### config.mk
export PLATFORM = sky130hd
export DESIGN_NAME = stream_mux_2x1
export DESIGN_NICKNAME = d
export VERILOG_FILES = /design/src/rtl/stream_mux_2x1.sv
export SDC_FILE = /design/constraint.sdc
export NUM_CORES = 1
export LEC_CHECK = 0
export CAP_MARGIN = 15
export CORE_ASPECT_RATIO = 1.4
export CORE_MARGIN = 1.5
export CORE_UTILIZATION = 25
export DETAILED_ROUTE_END_ITERATION = 10
export DONT_BUFFER_PORTS = 1
export HOLD_SLACK_MARGIN = 0.03
export SLEW_MARGIN = 20
export SYNTH_ARGS = -nofsm -noshare
export SYNTH_HDL_FRONTEND = slang
export SYNTH_SLANG_ARGS = --single-unit
### constraint.sdc
create_clock -name clk -period 1.6 [get_ports clk]
set_clock_uncertainty 0.15 [all_clocks]
set_input_delay 0 -clock clk [delete_from_list [all_inputs] [get_ports clk]]
set_output_delay 0 -clock clk [all_outputs]
set_load 0.02 [all_outputs]
### src/rtl/stream_mux_2x1.sv
// rtl/stream_mux_2x1.sv - 2:1 stream merge into a 2-entry {sel,data} FIFO; STREAM_MUX_RR_EN selects round-robin arbitration
module stream_mux_2x1 #(
  parameter int WIDTH = 8
) (
  input  logic             clk,
  input  logic             rst_n,
  input  logic [WIDTH-1:0] i0_data,
  input  logic             i0_valid,
  output logic             i0_ready,
  input  logic [WIDTH-1:0] i1_data,
  input  logic             i1_valid,
  output logic             i1_ready,
  output logic [WIDTH-1:0] y_data,
  output logic             y_sel,
  output logic             y_valid,
  input  logic             y_ready
);

  typedef enum logic [1:0] {EMPTY, ONE, FULL} state_t;

  state_t         state, state_nx;
  logic [WIDTH:0] head, tail;        // {sel,data}; head is the oldest entry
  logic           last_sel, last_sel_nx;
  logic           rdy0_q, rdy1_q;
  logic           acc0, acc1, accept, pop;
  logic [WIDTH:0] in_entry;
  logic           gnt_valid, gnt_sel;

  assign acc0     = i0_valid && rdy0_q;
  assign acc1     = i1_valid && rdy1_q;
  assign accept   = acc0 || acc1;
  assign pop      = (state != EMPTY) && y_ready;
  assign in_entry = acc1 ? {1'b1, i1_data} : {1'b0, i0_data};

  // Readies come from registers; rst_n masks them so no handshake completes in a reset cycle
  assign i0_ready = rdy0_q && rst_n;
  assign i1_ready = rdy1_q && rst_n;
  assign y_valid  = (state != EMPTY) && rst_n;
  assign y_data   = head[WIDTH-1:0];
  assign y_sel    = head[WIDTH];

  // Occupancy transition and post-accept arbitration history
  always_comb begin
    state_nx    = state;
    last_sel_nx = accept ? acc1 : last_sel;
    case (state)
      EMPTY:   if (accept) state_nx = ONE;
      ONE: begin
        if (accept && !pop)      state_nx = FULL;
        else if (pop && !accept) state_nx = EMPTY;
      end
      FULL:    if (pop) state_nx = ONE;
      default: state_nx = EMPTY;
    endcase
  end

  // Grant for the next cycle, decided from this cycle's valids and the updated history
  always_comb begin
    gnt_valid = 1'b0;
    gnt_sel   = 1'b0;
    if (i0_valid && i1_valid) begin
      gnt_valid = 1'b1;
`ifdef STREAM_MUX_RR_EN
      gnt_sel   = ~last_sel_nx;
`else
      gnt_sel   = 1'b0;
`endif
    end else if (i0_valid) begin
      gnt_valid = 1'b1;
    end else if (i1_valid) begin
      gnt_valid = 1'b1;
      gnt_sel   = 1'b1;
    end
  end

  // FIFO storage, occupancy, history and registered readiness
  always_ff @(posedge clk) begin
    if (!rst_n) begin
      state    <= EMPTY;
      head     <= '0;
      tail     <= '0;
      last_sel <= 1'b1;
      rdy0_q   <= 1'b0;
      rdy1_q   <= 1'b0;
    end else begin
      state    <= state_nx;
      last_sel <= last_sel_nx;
      rdy0_q   <= (state_nx != FULL) && gnt_valid && !gnt_sel;
      rdy1_q   <= (state_nx != FULL) && gnt_valid && gnt_sel;
      case (state)
        EMPTY:   if (accept) head <= in_entry;
        ONE: begin
          if (accept && pop) head <= in_entry;
          else if (accept)   tail <= in_entry;
        end
        FULL:    if (pop) head <= tail;
        default: ;
      endcase
    end
  end

endmodule

==> results of run 1 <==
==> stage by stage <==
stage,hold slack [ps],power [W],worst slack [ps],cells,util [%]
3_5_place_dp,-72.7,0.000741,64.2,180,28.1
3_3_place_gp,-76.3,0.000738,148,180,28.1
5_1_grt,61.9,0.00123,52.5,206,34.3
2_1_floorplan,-78.6,0.000718,169,120,-
6_report,36.8,0.00118,116,206,34.3
4_1_cts,35.2,0.00119,21.6,206,34.1
==> registers in the layout (all words and copies together) (netlist names) <==
| register | cells |
|---|---|
| rdy1_q | 1 |
| state | 2 |
| tail | 9 |
| rdy0_q | 1 |
| head | 9 |
==> power by group <==
| group | internal (W) | switching [W] |
|---|---|---|
| clock | 0.000219 | 0.000174 |
| sequential | 0.000566 | 0.0000291 |
| combinational | 0.0000996 | 0.0000883 |
==> synth_stat cells, types with 2 or more instances <==
cell,count
sky130_fd_sc_hd__a311oi_1,3
sky130_fd_sc_hd__inv_1,2
sky130_fd_sc_hd__o21a_1,2
sky130_fd_sc_hd__nand3_1,8
sky130_fd_sc_hd__a31oi_1,9
sky130_fd_sc_hd__buf_6,2
sky130_fd_sc_hd__a21oi_1,9
sky130_fd_sc_hd__buf_4,2
sky130_fd_sc_hd__a21bo_2,8
sky130_fd_sc_hd__and2_1,4
sky130_fd_sc_hd__buf_2,6
sky130_fd_sc_hd__dfxtp_1,22
sky130_fd_sc_hd__nor2_1,2
sky130_fd_sc_hd__a22o_1,9
sky130_fd_sc_hd__nor3b_1,9
sky130_fd_sc_hd__a311oi_2,5
sky130_fd_sc_hd__nand2_1,2
==> cell families (layout without fill, tap and decap cells) <==
family,count (synthesis),after routing,share of synthesized area (%)
xor gates and xnor gates,1,1,0.727
buffers and inverters,14,38,6.85
muxes,1,1,1.25
DFF,22,22,36.6
AOI/OAI and AO/OA,49,49,35.9
and+or+nand+nor,33,33,18.7
==> worst paths after layout <==
check	cells after the start	to
min reg2reg	2	tail[7]$_SDFFE_PN0P_
max	3	head[1]$_SDFFE_PN0P_
min	4	tail[7]$_SDFFE_PN0P_
max reg2reg	3	head[1]$_SDFFE_PN0P_
==> layer usage <==
layer	wire length (um)	global-route usage [%]
met4	52	6.19
met5	0	0
met3	242	2.44
met1	1380	17.0
met2	1630	22.2
==> worst max-delay path, stage by stage, from the launching register on <==
cell and delay, ps:
sky130_fd_sc_hd__dfxtp_1 330, sky130_fd_sc_hd__a221o_2 420, sky130_fd_sc_hd__a31oi_4 330, sky130_fd_sc_hd__a22o_1 200
==> layout make-up <==
| class | count | area [sq um] | share of cell area (%) |
|---|---|---|---|
| Inverter | 2 | 7.51 | 0.479 |
| Multi-Input combinational cell | 84 | 688 | 43.9 |
| Tap cell | 62 | 77.6 | 4.95 |
| Sequential cell | 22 | 442 | 28.2 |
| Timing Repair Buffer | 32 | 298 | 19.0 |
| Clock buffer | 4 | 55.1 | 3.51 |
==> what timing repair did <==
action,4_1_cts,5_1_grt
endpoints found under the hold margin,22,0
hold buffers,22,0
setup endpoints to repair,0,15
gates resized for setup,0,4
setup buffers,0,0
==> cell usage in the layout, fill, tap and decap left out, types with 2 or more instances in the layout <==
cell,synthesis,routed
sky130_fd_sc_hd__dlygate4sd3_1,0,21
sky130_fd_sc_hd__nor2_1,2,2
sky130_fd_sc_hd__nor3b_2,1,2
sky130_fd_sc_hd__inv_1,2,2
sky130_fd_sc_hd__buf_4,2,10
sky130_fd_sc_hd__and2_1,4,3
sky130_fd_sc_hd__dfxtp_1,22,21
sky130_fd_sc_hd__a21oi_1,9,9
sky130_fd_sc_hd__a22o_1,9,9
sky130_fd_sc_hd__a21bo_2,8,8
sky130_fd_sc_hd__nor3b_1,9,8
sky130_fd_sc_hd__a311oi_1,3,3
sky130_fd_sc_hd__clkbuf_8,0,4
sky130_fd_sc_hd__a311oi_2,5,5
sky130_fd_sc_hd__nand2_1,2,2
sky130_fd_sc_hd__a31oi_1,9,9
sky130_fd_sc_hd__o21a_1,2,2
sky130_fd_sc_hd__nand3_1,8,8
==> run summary, run 1 <==
The flow ran to the end, and the final reports show no timing, DRC or antenna violations. The number of design rule violations left after detail routing came out at 0. The peak supply drop is approximately 0.37 mV. STA classifies the critical path startpoint as a register. The class of the tightest hold or removal check is input port to register.

The CTS buffer count is 3. The headroom to the max-slew limit came out at between 50% and 60%. The wire length of the first global-routing pass came out at roughly 5500 um. The final wirelength is between 3000 and 4000 um. The synthesized design contains 22 register bits. The number of levels in the clock H-tree came out at 1. Yosys attributes the largest share of cell area to sky130_fd_sc_hd__dfxtp_1, sky130_fd_sc_hd__a21bo_2, sky130_fd_sc_hd__a22o_1.

The cell chosen for the clock root is sky130_fd_sc_hd__clkbuf_8. The count of buffers inserted at the top-level ports came out at 0. The initial core utilization came out at around a quarter. After detailed routing, the average wire length per cell comes to 16.1 um.

The flop-to-flop setup slack came out at 120 ps. The maximum clock frequency came out at around 0.67 GHz. Sequential elements use between 30 and 40% of the synthesized area. Once placement finished, the instance area stood at ~1300 sq um.

Clock-pin slew was measured on the worst setup and hold paths at roughly 80 ps. The critical path is of the register to register type. The final period utilization is around 93%. In this run the cell area of the synthesized design comes to roughly 1200 sq um. The initial antenna violation count came to 0. Setup violations remaining at the end of the flow were counted as 0. The routability-driven placement congestion ratio came out at about 0.85. The number of I/O pins came out at 33. The total number of nets in the final design is approximately 170.

The row count is 29. The arrival time reported for the critical path endpoint is approximately 1500 ps. The later-pin clock latency in the skew report is 260 ps. The HPWL after detailed placement is approximately 2200 um. The count of routing violations after the opening detailed-route iteration came out at 54. The mean instance size in the synthesized netlist came out at between 10 and 15 sq um.

Synthesis produced a netlist with a net count of around 140. At the pin with the least slew margin, the transition time is 686 ps. The worst hold path startpoint is y_ready. During synthesis, Yosys emitted a total of 0 warnings. The number of nets with antenna violations after detailed routing came out at 0.

The tool flagged a number of max-cap violations equal to 0. The final critical delay including setup and external delays came out at 1480 ps. The overall overflow remaining after global route is 0. The area growth from synthesis to layout came out at 30.1%.

The number of fill cells came out at 485. The clock tree from TritonCTS is built. The largest net degree at the start of global routing is 19. The fraction of layout cells with a size suffix above 1 is between 20% and 30%. The routed layout has approximately 1100 vias. The clock passes through at most 2 buffers. The global-route total usage across every layer came out at 13.7%. The hold violation total from the final report is 0.

Dividing the detail-routed via count by the number of cells gives about 5.3. The die is roughly 85 um tall. The number of clock sinks is 22.

The area share of the largest cell type after synthesis is a little over a third. The dominant register cell in the synthesized netlist is sky130_fd_sc_hd__dfxtp_1. The startpoint of the worst register-to-register path is rdy0_q$_SDFF_PN0_. The async set-or-reset flop fraction in the synthesized netlist came out at 0%. The largest driver fanout on the critical path is 8.

The antenna diode count came out at 0. The floorplan step defined a die boundary enclosing between 5000 and 6000 sq um. The number of pins with negative max-slew slack in the final report is 0. The number of distinct standard cells referenced by the synthesized netlist came out at 33. For this run, the detailed router's first-pass iteration total came to 4. The number of global-route vias before repair came out at 1211. Setup repair after global routing left no endpoint under its margin.

The final total negative setup slack came out at 0 ps. The cell leakage power is roughly 0.57 nW. STA classifies the critical path endpoint as a register. The chip width is 61.7 um. In this run the worst setup path begins at rdy0_q$_SDFF_PN0_. The required time reported for the critical path endpoint came out at ~1700 ps. The largest area contributor in the netlist is sky130_fd_sc_hd__dfxtp_1. Synthesis produced a netlist whose cell count is 120. For this design the ratio of total power to cell area is around 750 nW/um^2.

Counting flops with a built-in enable in the synthesized netlist gives 0. The core area is 4570 sq um. The finished layout cell area came out at ~1600 sq um.
No activity file was read; power rests on OpenSTA's default activity.
==> inputs of run 2 (changes only) <==
- HOLD_SLACK_MARGIN: 0.03 -> 0.08
==> run 2 against run 1 <==
Sequential cell count is the same. Wire length shrank 0.12%. Global-route usage shrank 0.21 points. Largest power group unchanged. Non-clock buffer count grew 1. Largest cell class unchanged. Clock-buffer cell count is the same.
==> run summary, run 2 (synthesis results as in run 1) <==
The area taken by flip-flops and latches is 440 sq um (was 442 sq um). The final wirelength is 3300 um (was 3310 um). Setup repair after global routing missed its margin: yes (was no).

The later-pin clock latency in the skew report came out at 260 ps (about the same). The final number of setup-violating endpoints is 0 (unchanged). The number of design rule violations left after detail routing came to 0 (unchanged). The number of levels in the clock H-tree is 1 (unchanged). The cell leakage power came to 0.591 nW (was 0.571 nW). The mean number of vias per cell is 5.26 (was 5.33). The proportion of power drawn by combinational gates came to 16.1% (was 16.0%). The switching part of the total power is 24.6% (was 24.8%).

The total power of the final layout is 0.00118 W (about the same). The hold-critical path endpoint is head[5]$_SDFFE_PN0P_ (was tail[7]$_SDFFE_PN0P_). The buffers plus inverters on the worst setup path came out at 1 (was 0).

The actual transition at the worst max-transition pin is 686 ps (about the same). The total vias in the final route came out at 1088 (was 1098). The total of max-cap violations was 0 (unchanged). The maximum clock frequency came out at 0.659 GHz (was 0.674 GHz). The fraction of layout cells with a size suffix above 1 came to 26.9% (was 27.8%). The number of global-route vias before repair was 1202 (was 1211). The maximum single-stage delay on the critical path came to 460 ps (was 420 ps). The logic depth of the worst register-to-register path is 4 (was 3). The overall overflow remaining after global route is 0 (unchanged).

The number of pins with negative max-slew slack in the final report is 0 (unchanged). The largest driver fanout on the critical path is 8 (unchanged). The final critical delay including setup and external delays came to 1520 ps (was 1480 ps). The core area is 4570 sq um (unchanged). The fraction of met3 tracks used by global routing came out at 2.74% (was 2.44%). The count of routing violations after the opening detailed-route iteration is 73 (was 54). The initial antenna violation count is 0 (unchanged). The initial core utilization is 26.4% (unchanged).

The finished layout cell area came out at 1580 sq um (was 1570 sq um). The cell count after placement was 180 (unchanged). The number of nets with antenna violations after detailed routing is 0 (unchanged). The startpoint of the worst register-to-register path is state[1]$_SDFF_PN0_ (was rdy0_q$_SDFF_PN0_).

The peak supply drop is 0.382 mV (was 0.372 mV). The total number of nets in the final design came out at 167 (was 166). The estimated wirelength of the detail-placed design was 2230 um (unchanged). The sequential share of power came to 50.6% (about the same). The internal cell power is 0.000886 W (was 0.000885 W).

The antenna diode count came out at 0 (unchanged). Outcome: finished, final reports clean (unchanged). The final period utilization came out at 94.8% (was 92.7%). Leaving out fill and tap cells, the most frequent cell in the layout is sky130_fd_sc_hd__dfxtp_1. The global-route track usage on met1 is 16.3% (was 17.0%).

Most frequent cells in the layout: sky130_fd_sc_hd__dfxtp_1, sky130_fd_sc_hd__dlygate4sd3_1, sky130_fd_sc_hd__buf_4 (unchanged). The cell chosen for the clock root is sky130_fd_sc_hd__clkbuf_8 (unchanged). The required time reported for the critical path endpoint came out at 1660 ps (about the same). The arrival time reported for the critical path endpoint is 1570 ps (was 1540 ps). The routed length per instance is 16.0 um (was 16.1 um). The wire length of the first global-routing pass came out at 5400 um (was 5490 um). Cell Chain, Critical Path: buf_4, nand2_1, a31oi_4, a22o_1 (was a221o_2, a31oi_4, a22o_1). The layer with the highest usage is met2 (unchanged). The met2 usage was 22.1% (was 22.2%). The chip width came to 61.7 um (unchanged). The clock transition at the registers of the reported paths is 80 ps (about the same).

The number of clock sinks is 22 (unchanged). The filler-free cell count of the finished design is 207 (was 206). The cell depth of the worst hold path is 3 (was 4). The die area was 5250 sq um (unchanged). The row count is 29 (unchanged). The ratio of total power to cell area came out at 744 nW/um^2 (was 750 nW/um^2). The count of buffers inserted at the top-level ports came out at 0 (unchanged). The class of the tightest hold or removal check is input port to register (unchanged). The headroom to the max-slew limit is 54.3% (was 54.2%). The worst hold path startpoint is rst_n (was y_ready). The number of fill cells came out at 489 (was 485). The number of buffers on the longest clock path came out at 2 (unchanged). The flop-to-flop setup slack was 80 ps (was 120 ps).

The buffer count from post-CTS setup fixing came out at 0 (unchanged). The multi-input gate area in the final layout came out at 688 sq um (unchanged). The launching element type of the critical path is a register (unchanged). Registers with the most flip-flops: head (9), tail (9), state (2) (unchanged).

The CTS buffer count is 3 (unchanged). The largest net degree at the start of global routing came out at 19 (unchanged). The placed standard-cell area came out at 1280 sq um (unchanged).

The endpoint of the worst-slack reg-to-reg timing path is head[1]$_SDFFE_PN0P_ (unchanged). The dominant delay contributor by cell family on the critical path is compound AO/OA/AOI/OAI gates (unchanged). The slowest cell on the critical path is sky130_fd_sc_hd__dfxtp_1 (was sky130_fd_sc_hd__a221o_2). The hold violation total from the final report came out at 0 (unchanged). The routability-driven placement congestion ratio is 0.848 (unchanged).

The number of I/O pins came out at 33 (unchanged). The overall die height is 85.1 um (unchanged). The part of the power in the clock network came to 33.2% (was 33.4%). The sort of element at the end of the critical path is a register (unchanged).

The final total negative setup slack is 0 ps (unchanged). The clock tree from TritonCTS was built (unchanged). The critical path class is register to register (unchanged). The total iterations of the first detailed-routing run is 4 (unchanged).

The global-route total usage across every layer is 13.5% (was 13.7%). The area growth from synthesis to layout came out at 31.0% (was 30.1%). The switching power of the nets is 0.000289 W (was 0.000292 W).
[run 2: cell types whose count changed in the layout (fill, tap and decap cells not counted), sizes merged]
cell / before / now
dlymetal6s4s: 1 / 2
[run 2: power by group through the flow]
stage	Combinational, W	Clock, W	Sequential [W]
after CTS	0.000184	0.000408	0.000595
after global placement	0.000130	0	0.000607
after floorplan	0.000115	0	0.000603
after global routing	0.000206	0.000430	0.000597
final	0.000190	0.000390	0.000595
after detailed placement	0.000133	0	0.000608
[run 2: worst max path at each step]
stage                         from                    to  slack, ps  cells after the start
6_report       state[1]$_SDFF_PN0_  head[1]$_SDFFE_PN0P_         80                      4
5_1_grt        state[1]$_SDFF_PN0_  head[3]$_SDFFE_PN0P_         -4                      4
4_1_cts                   i1_valid  head[8]$_SDFFE_PN0P_         20                      4
3_5_place_dp   state[0]$_SDFF_PN0_  tail[7]$_SDFFE_PN0P_         60                      3
3_3_place_gp   state[1]$_SDFF_PN0_  head[3]$_SDFFE_PN0P_        150                      4
2_1_floorplan  state[1]$_SDFF_PN0_  head[0]$_SDFFE_PN0P_        170                      4
[run 2: timing repair]
action,CTS,global route
gates resized for setup,0,4
hold buffers,22,1
endpoints found under the hold margin,24,12
setup endpoints to repair,0,16
[run 2: stage by stage]
stage | util [%] | setup WS (ps) | hold WS [ps]
floorplan | - | 169 | -78.6
global placement | 28.1 | 148 | -76.3
detailed placement | 28.1 | 64.2 | -72.7
CTS | 34.1 | 21.3 | -300
global route | 34.5 | -4.37 | 81.7
finish | 34.5 | 83.0 | 67.4
[run 2: worst min-delay path, stage by stage]
cell and delay (ps):
sky130_fd_sc_hd__inv_1 110, sky130_fd_sc_hd__a31oi_4 90, sky130_fd_sc_hd__a22o_1 230
[run 2: layout make-up]
type                    count  share of cell area (%)
multi-input cells          84                    43.6
flip-flops and latches     22                    27.9
repair buffers             33                    19.7
well taps                  62                    4.91
clock buffers               4                    3.49
inverters                   2                   0.475
[run 2: metal layers]
| metal | routed length [um] | vias up | part of all wire [%] |
|---|---|---|---|
| met2 | 1650 | 50 | 50 |
| met5 | 0 | - | 0 |
| met3 | 226 | 4 | 6.8 |
| li1 | - | 514 | - |
| met4 | 52 | 0 | 1.6 |
| met1 | 1370 | 520 | 42 |
==> inputs of run 3 (changes only) <==
- CELL_PAD_IN_SITES_DETAIL_PLACEMENT: unset -> 0
- CELL_PAD_IN_SITES_GLOBAL_PLACEMENT: unset -> 1
- PLACE_DENSITY_LB_ADDON: unset -> 0.1
==> run 3 against run 2 <==
The run now ends with negative hold slack left. Sequential share of layout area up 2.3 points. Sequential cell count unchanged. Via count is 10% lower. Core utilization fell by 2.4 points.
==> run summary, run 3 (synthesis results as in run 1) <==
The antenna diode count came out at 0 (unchanged). The largest driver fanout on the critical path was 8 (unchanged). Registers with the most flip-flops: head (9), tail (9), state (2) (unchanged). The final period utilization is 94.3% (was 94.8%). The total iterations of the first detailed-routing run is 4 (unchanged). The hold violation total from the final report came to 11 (was 0).

The number of pins with negative max-slew slack in the final report was 0 (unchanged). The overall die height came out at 85.1 um (unchanged). The global-route total usage across every layer came out at 13.7% (was 13.5%).

Outcome: finished, violations left (was finished, final reports clean). The number of I/O pins is 33 (unchanged). The total of max-cap violations was 0 (unchanged). The ratio of total power to cell area came to 752 nW/um^2 (was 744 nW/um^2). The total vias in the final route came to 975 (was 1088).

The fraction of layout cells with a size suffix above 1 came out at 30.6% (was 26.9%). The final number of setup-violating endpoints is 0 (unchanged). The finished layout cell area is 1470 sq um (was 1580 sq um). The row count is 29 (unchanged). The number of design rule violations left after detail routing is 0 (unchanged). The area taken by flip-flops and latches is 443 sq um (was 440 sq um).

The maximum clock frequency is 0.663 GHz (was 0.659 GHz). The arrival time reported for the critical path endpoint came out at 1560 ps (was 1570 ps). The required time reported for the critical path endpoint is 1660 ps (about the same). The estimated wirelength of the detail-placed design came out at 2490 um (was 2230 um). The headroom to the max-slew limit is 71.8% (was 54.3%).

The number of levels in the clock H-tree came out at 1 (unchanged). The later-pin clock latency in the skew report came out at 260 ps (about the same). The internal cell power came out at 0.000816 W (was 0.000886 W). The mean number of vias per cell came out at 4.97 (was 5.26).

The CTS buffer count came to 3 (unchanged). The routability-driven placement congestion ratio came to 0.740 (was 0.848). The worst hold slack across all endpoints is -235 ps (was 67.4 ps). The count of routing violations after the opening detailed-route iteration came to 37 (was 73).

The actual transition at the worst max-transition pin is 422 ps (was 686 ps). The area growth from synthesis to layout is 21.9% (was 31.0%). The checks that failed: negative hold slack. The class of the tightest hold or removal check was input port to register (unchanged).

The number of buffers on the longest clock path came out at 2 (unchanged). The logic depth of the worst register-to-register path is 3 (was 4). The switching part of the total power was 26.1% (was 24.6%). The core area is 4570 sq um (unchanged). The largest net degree at the start of global routing came to 21 (was 19). The chip width came out at 61.7 um (unchanged).

The number of clock sinks is 22 (unchanged). The sequential share of power is 54.0% (was 50.6%). The peak supply drop is 0.219 mV (was 0.382 mV). The part of the power in the clock network came out at 31.5% (was 33.2%).

The overall overflow remaining after global route is 0 (unchanged). The count of buffers inserted at the top-level ports is 0 (unchanged). The total number of nets in the final design was 157 (was 167). The clock tree from TritonCTS is built (unchanged). The number of global-route vias before repair was 1059 (was 1202).

The final total negative setup slack was 0 ps (unchanged). The switching power of the nets came to 0.000288 W (was 0.000289 W). The final wirelength came out at 3330 um (was 3300 um).

The final critical delay including setup and external delays is 1510 ps (was 1520 ps). The cell depth of the worst hold path came out at 1 (was 3). The sort of element at the end of the critical path was a register (unchanged). The cell chosen for the clock root was sky130_fd_sc_hd__clkbuf_8 (unchanged).

The initial antenna violation count was 0 (unchanged). The placed standard-cell area is 1310 sq um (was 1280 sq um). The clock transition at the registers of the reported paths is 80 ps (about the same). Most frequent cells in the layout: sky130_fd_sc_hd__dfxtp_1, sky130_fd_sc_hd__dlygate4sd3_1, sky130_fd_sc_hd__buf_4 (unchanged).

The leading cell type in the layout, fill and taps excluded is sky130_fd_sc_hd__dfxtp_1 (unchanged). The multi-input gate area in the final layout came out at 687 sq um (was 688 sq um). The quantity of hold-fixing buffers added after cts is 11 (was 22). The initial core utilization is 26.4% (unchanged).

Setup repair after global routing missed its margin: no (was yes). The cell leakage power is 0.521 nW (was 0.591 nW). The routed length per instance came out at 17.0 um (was 16.0 um). The launching element type of the critical path is a register (unchanged).

The wire length of the first global-routing pass is 5390 um (was 5400 um). The die area is 5250 sq um (unchanged). The critical path class is register to register (unchanged).

The number of nets with antenna violations after detailed routing is 0 (unchanged). The number of fill cells came out at 514 (was 489). The proportion of power drawn by combinational gates came out at 14.6% (was 16.1%).
## run 3: cell type report
| cell class | instances | area share (%) |
|---|---|---|
| timing repair buffer | 23 | 14.5 |
| tap | 62 | 5.28 |
| inverter | 2 | 0.511 |
| sequential | 22 | 30.2 |
| multi-input combinational | 84 | 46.8 |
| clock buffer | 3 | 2.81 |
## run 3: path summary, 6_finish.rpt
kind / start / endpoint / slack (ps)
setup / recovery: rdy1_q$_SDFF_PN0_ / head[2]$_SDFFE_PN0P_ / 90
hold / removal: i1_valid / rdy1_q$_SDFF_PN0_ / -240
setup reg to reg: rdy1_q$_SDFF_PN0_ / head[2]$_SDFFE_PN0P_ / 90
hold reg to reg: tail[0]$_SDFFE_PN0P_ / tail[0]$_SDFFE_PN0P_ / 370
## run 3: critical path: stages, from the launching register on
cell and delay (ps):
sky130_fd_sc_hd__dfxtp_1 360, sky130_fd_sc_hd__a221o_2 410, sky130_fd_sc_hd__a31oi_4 340, sky130_fd_sc_hd__a22o_1 200
## run 3: through the flow
stage                     utilization, %  std cells  worst slack (ps)  power, W
after global routing                32.1        196              5.82   0.00116
final                               32.1        196              91.8   0.00110
after CTS                           32.0        196              46.7   0.00113
after floorplan                        -        120               169  0.000718
after global placement              28.7        182              48.3  0.000747
after detailed placement            28.7        182              65.8  0.000746
## run 3: power by group through the flow
stage / logic (W) / registers [W] / clock network, W
floorplan: 0.000115 / 0.000603 / 0
global placement: 0.000138 / 0.000609 / 0
detailed placement: 0.000136 / 0.000610 / 0
CTS: 0.000162 / 0.000596 / 0.000368
global route: 0.000175 / 0.000599 / 0.000386
finish: 0.000161 / 0.000596 / 0.000348
## run 3: per-layer routing
metal  GRT usage [%]  vias up  wire, um
met5               0        -         0
met1            17.5      465      1530
met2            23.0       18      1690
met3            1.98        2        86
li1                -      490         -
met4            4.06        0        23
## run 3: timing repair
item	CTS	global route
resized for setup	0	3
endpoints found under the hold margin	24	19
setup endpoints to repair	0	16
buffers inserted	0	0
